**config.mk**
```make
export PLATFORM = sky130hd
export DESIGN_NAME = queue_seq_ctrl
export DESIGN_NICKNAME = d
export VERILOG_FILES = /design/src/rtl/queue_seq_ctrl.sv
export SDC_FILE = /design/constraint.sdc
export NUM_CORES = 1
export LEC_CHECK = 0
export CORE_MARGIN = 3
export CORE_UTILIZATION = 51
export DETAILED_ROUTE_END_ITERATION = 7
export PLACE_DENSITY = 0.83
export SLEW_MARGIN = 20
export SYNTH_ARGS = -nofsm -noshare
export SYNTH_HDL_FRONTEND = slang
export SYNTH_SLANG_ARGS = --single-unit
```
**constraint.sdc**
```tcl
create_clock -name clk -period 1.85 [get_ports clk]
set_input_delay 0.2775 -clock clk [delete_from_list [all_inputs] [get_ports clk]]
set_output_delay 0.2775 -clock clk [all_outputs]
set_load 0.01 [all_outputs]
```
**src/rtl/queue_seq_ctrl.sv**
```systemverilog
// Pointer and sequencing controller for a circular sample queue on a
// 1-cycle-read-latency dual-port RAM: fills FILL samples, then bursts a sliding window per write.
module queue_seq_ctrl #(
  parameter int DEPTH = 1024,
  parameter int FILL  = 1021,
  parameter int AW    = 10
) (
  input  logic          clk,
  input  logic          rst,
  input  logic          wrt_smpl,
  output logic          ram_we,
  output logic [AW-1:0] ram_waddr,
  output logic          ram_re,
  output logic [AW-1:0] ram_raddr,
  output logic          sequencing,
  output logic          smpl_vld,
  output logic          full,
  output logic          dropped
);

  typedef enum logic [1:0] {
    S_FILLING = 2'd0,
    S_IDLE    = 2'd1,
    S_SEQ     = 2'd2
  } state_e;

  state_e        state_q, state_d;
  logic [AW-1:0] new_ptr_q, new_ptr_d;
  logic [AW-1:0] old_ptr_q, old_ptr_d;
  logic [AW-1:0] rd_ptr_q, rd_ptr_d;
  logic [AW-1:0] cnt_q, cnt_d;
  logic [AW-1:0] bcnt_q, bcnt_d;
  logic          full_q, full_d;
  logic          seq_q;
  logic          vld_q;
  logic          drop_q;
  logic          accept_s;

  // Pointers wrap at DEPTH, which need not be a power of two.
  function automatic logic [AW-1:0] ptr_inc(input logic [AW-1:0] p);
    if (p == AW'(DEPTH - 1)) begin
      ptr_inc = '0;
    end else begin
      ptr_inc = p + AW'(1);
    end
  endfunction

  assign accept_s   = (state_q != S_SEQ);
  assign ram_we     = wrt_smpl & accept_s;
  assign ram_waddr  = new_ptr_q;
  assign ram_raddr  = rd_ptr_q;
  assign ram_re     = seq_q;
  assign sequencing = seq_q;
  assign smpl_vld   = vld_q;
  assign full       = full_q;
  assign dropped    = drop_q;

  // Next-state, pointer and burst-counter logic.
  always_comb begin
    state_d   = state_q;
    new_ptr_d = new_ptr_q;
    old_ptr_d = old_ptr_q;
    rd_ptr_d  = rd_ptr_q;
    cnt_d     = cnt_q;
    bcnt_d    = bcnt_q;
    full_d    = full_q;
    case (state_q)
      S_FILLING: begin
        if (wrt_smpl) begin
          new_ptr_d = ptr_inc(new_ptr_q);
          cnt_d     = cnt_q + AW'(1);
          if (cnt_q == AW'(FILL - 1)) begin
            full_d   = 1'b1;
            state_d  = S_SEQ;
            rd_ptr_d = old_ptr_q;
            bcnt_d   = '0;
          end else begin
            state_d  = S_FILLING;
          end
        end else begin
          state_d = S_FILLING;
        end
      end
      S_IDLE: begin
        if (wrt_smpl) begin
          new_ptr_d = ptr_inc(new_ptr_q);
          old_ptr_d = ptr_inc(old_ptr_q);
          rd_ptr_d  = ptr_inc(old_ptr_q);
          bcnt_d    = '0;
          state_d   = S_SEQ;
        end else begin
          state_d = S_IDLE;
        end
      end
      S_SEQ: begin
        rd_ptr_d = ptr_inc(rd_ptr_q);
        bcnt_d   = bcnt_q + AW'(1);
        if (bcnt_q == AW'(FILL - 1)) begin
          state_d = S_IDLE;
        end else begin
          state_d = S_SEQ;
        end
      end
      default: begin
        state_d = S_FILLING;
      end
    endcase
  end

  // State, pointer and registered output flops; rst aborts any burst at once.
  always_ff @(posedge clk) begin
    if (rst) begin
      state_q   <= S_FILLING;
      new_ptr_q <= '0;
      old_ptr_q <= '0;
      rd_ptr_q  <= '0;
      cnt_q     <= '0;
      bcnt_q    <= '0;
      full_q    <= 1'b0;
      seq_q     <= 1'b0;
      vld_q     <= 1'b0;
      drop_q    <= 1'b0;
    end else begin
      state_q   <= state_d;
      new_ptr_q <= new_ptr_d;
      old_ptr_q <= old_ptr_d;
      rd_ptr_q  <= rd_ptr_d;
      cnt_q     <= cnt_d;
      bcnt_q    <= bcnt_d;
      full_q    <= full_d;
      seq_q     <= (state_d == S_SEQ);
      vld_q     <= seq_q;
      drop_q    <= wrt_smpl & ~accept_s;
    end
  end

endmodule

```
==> reports/metrics.yaml <==
status: "finished clean"
avgRoutedWirePerCell_um: 15.1
synth_fp_nets: 377
start_kind: "flip-flop"
area_growth_pct: 27.3
synth-main-ff-cell: "dfxtp_1"
required_ns: 2.05
start_util_pct: 53.7
insertedDiodeCount: 0
cts_tree: "done"
worstPathCellList: "inv_2 -> ha_4 -> nand2_4 -> or4_4 -> a21oi_2 -> xnor2_1 -> nor2_1"
drive_above_1_share_pct: 18.1
worstMarginPinSlew_ns: 0.406
utilization_pct: 68.3
cts_made_buffers: 5
antenna_found_initial: 0
avgViaCountPerCell: 5.94
drv_slew: 0
synth_area_leaders: "dfxtp_1 37%, nor2_1 6.0%, xor2_1 5.2%"
io_buffers: 28
core_area_um2: 5610
crit_path_end_kind: "flip-flop"
synth_top_area_share_pct: 37.3
final_common_cell: "dfxtp_1"
final_cell_mix: "53 x dfxtp_1, 48 x nor2_1, 39 x buf_4"
avgSynthCellArea_um2: 8.29
num_vias: 2958
routed_wl_um: 7540
synth.yosys.seq_area_share_pct: 37.3
worst_clock_skew_ns: 0.0114
gr-usage-all-layers_pct: 22.0
worstPathMaxFanout: 4
fin_crit_ns: 1.80
grt_max_degree: 38
final_nets: 439
crit_family: "simple AND/OR/NAND/NOR gates"
cts.sinks: 56
path_clk_slew_ns: 0.11
r2r-start: "state_q[0]"
gp_congestion: 0.897
min_period_over_period_pct: 97.4
row_count: 27
clk-insertion-delay-late_ns: 0.32
p_leak_nw: 1.33
yosys_warnings: 0
layout_setup_ws_ns: 0.0477
max_freq_mhz: 555
htree_num_levels: 2
synthArstFlopShare_pct: 0
min_path_cells: 1
synth_edf_count: 0
crit_slowest_cell: "or4_4"
arrival_ns: 2.00
irDropWorstVdd_mv: 0.348
hold_class: "reg -> reg"
slowest_delay_ns: 0.62
syn-cell-area_um2: 3010
die_y_um: 82.8
critPathKind: "reg -> reg"
holdPathEnd: "smpl_vld"
final_cells: 498
drtIter0Drc: 330
ys_ff_latch: 56
cp_num_buf_inv: 1
drc: 0
setup_violations: 0
dp_slack_ns: -0.288
reg2regPathDepth: 7
clock_path_buffers: 2
setup-tns-final_ns: 0
syn_inst: 363
dp.cells: 488
grt_pass1_wl_um: 12900
dp_hpwl_um: 5430
detailedRoute.firstPassIterationCount: 7
min-delay-start: "ram_re"
r2r_slack_ns: 0.05
synth_area_leader_cell: "dfxtp_1"
dieArea_um2: 6860
die_w_um: 82.8
num_io_pins: 29
grt_overflow: 0
timing.rr.end: "bcnt_q[3]"
drtAntennaViolNets: 0
hold_violations: 0
grt_setup_unrepaired: "yes"
drv_cap: 0
cellPowerDensity_nw_per_um2: 521
slew_headroom_pct: 72.9
cts-root-buf: "clkbuf_8"
ys_types: 51
grt_pass1_vias: 2848
[worst max-delay path by stage]
| stage | start | end | slack [ns] | cells after the start |
|---|---|---|---|---|
| after floorplan | state_q[0] | ram_raddr[2] | 0.02 | 7 |
| after global placement | wrt_smpl | ram_waddr[7] | -0.22 | 6 |
| after detailed placement | wrt_smpl | ram_waddr[0] | -0.29 | 6 |
| after CTS | state_q[0] | bcnt_q[7] | -0.005 | 7 |
| after global routing | state_q[0] | ram_raddr[7] | -0.03 | 7 |
| final | state_q[0] | bcnt_q[3] | 0.05 | 7 |
[layout make-up]
cell class                      instances  area (um2)
Clock buffer                            6        72.6
Clock inverter                          2        16.3
Fill cell                             451        1780
Inverter                               14        52.6
Multi-Input combinational cell        278        1850
Sequential cell                        56        1120
Tap cell                               72        90.1
Timing Repair Buffer                   70         623
[cells in the mapped netlist, drive strengths merged, types with 8 or more instances]
cell	instances
nand2	27
dfxtp	56
xnor2	15
a21oi	23
xor2	18
o211ai	8
nor2	49
o21ai	15
ha	11
nor4	8
nand3	19
inv	14
clkbuf	9
nor3	17
[worst reg2reg max path, stage by stage, from the launching register on]
cell     delay [ns]
dfxtp_2        0.35
inv_2          0.08
ha_4           0.17
nand2_4        0.07
or4_4          0.62
a21oi_2        0.19
xnor2_1        0.15
nor2_1         0.07
[sequential cells by signal (all words and copies together) (netlist names)]
signal and flops:
bcnt_q 10, cnt_q 10, old_ptr_q 10, ram_raddr 10, ram_waddr 10, state_q 2
dropped 1, full 1, ram_re 1, smpl_vld 1
[report_power, final]
group          internal, mW  leakage [nW]  switching, mW  total, mW
clock network         0.271        0.0414          0.408      0.679
logic                0.0408         0.838         0.0531     0.0939
registers              1.21         0.453         0.0101       1.22
total                  1.53          1.33          0.471       2.00
[timing repair]
action                                  4_1_cts  5_1_grt
endpoints found under the setup margin       17       26
pin swaps                                     0        6
setup buffers                                 0        2
hold buffers                                  0        0
resized for setup                             6       20
[stage by stage]
stage	power [mW]	area, um2	hold WS (ns)
2_1_floorplan	1.30	3010	0.466
5_1_grt	2.09	3830	0.529
6_report	2.00	3830	0.507
4_1_cts	2.01	3730	0.510
3_3_place_gp	1.34	3630	0.450
3_5_place_dp	1.34	3630	0.477
[per-layer routing]
metal / track usage, % / vias up / wire length (um)
met5: 0 / - / 0
li1: - / 1430 / -
met4: 6.84 / 0 / 159
met3: 4.27 / 19 / 369
met1: 28.2 / 1413 / 3270
met2: 37.1 / 96 / 3740
[logic make-up after synthesis]
logic type / share of synthesized area (%)
and+or+nand+nor: 27.2
buffers and inverters: 4.16
xor gates and xnor gates: 9.61
DFF: 37.3
AOI/OAI and AO/OA: 17.2
adders and majority gates: 4.57
Power figures use the tool's default switching activity.
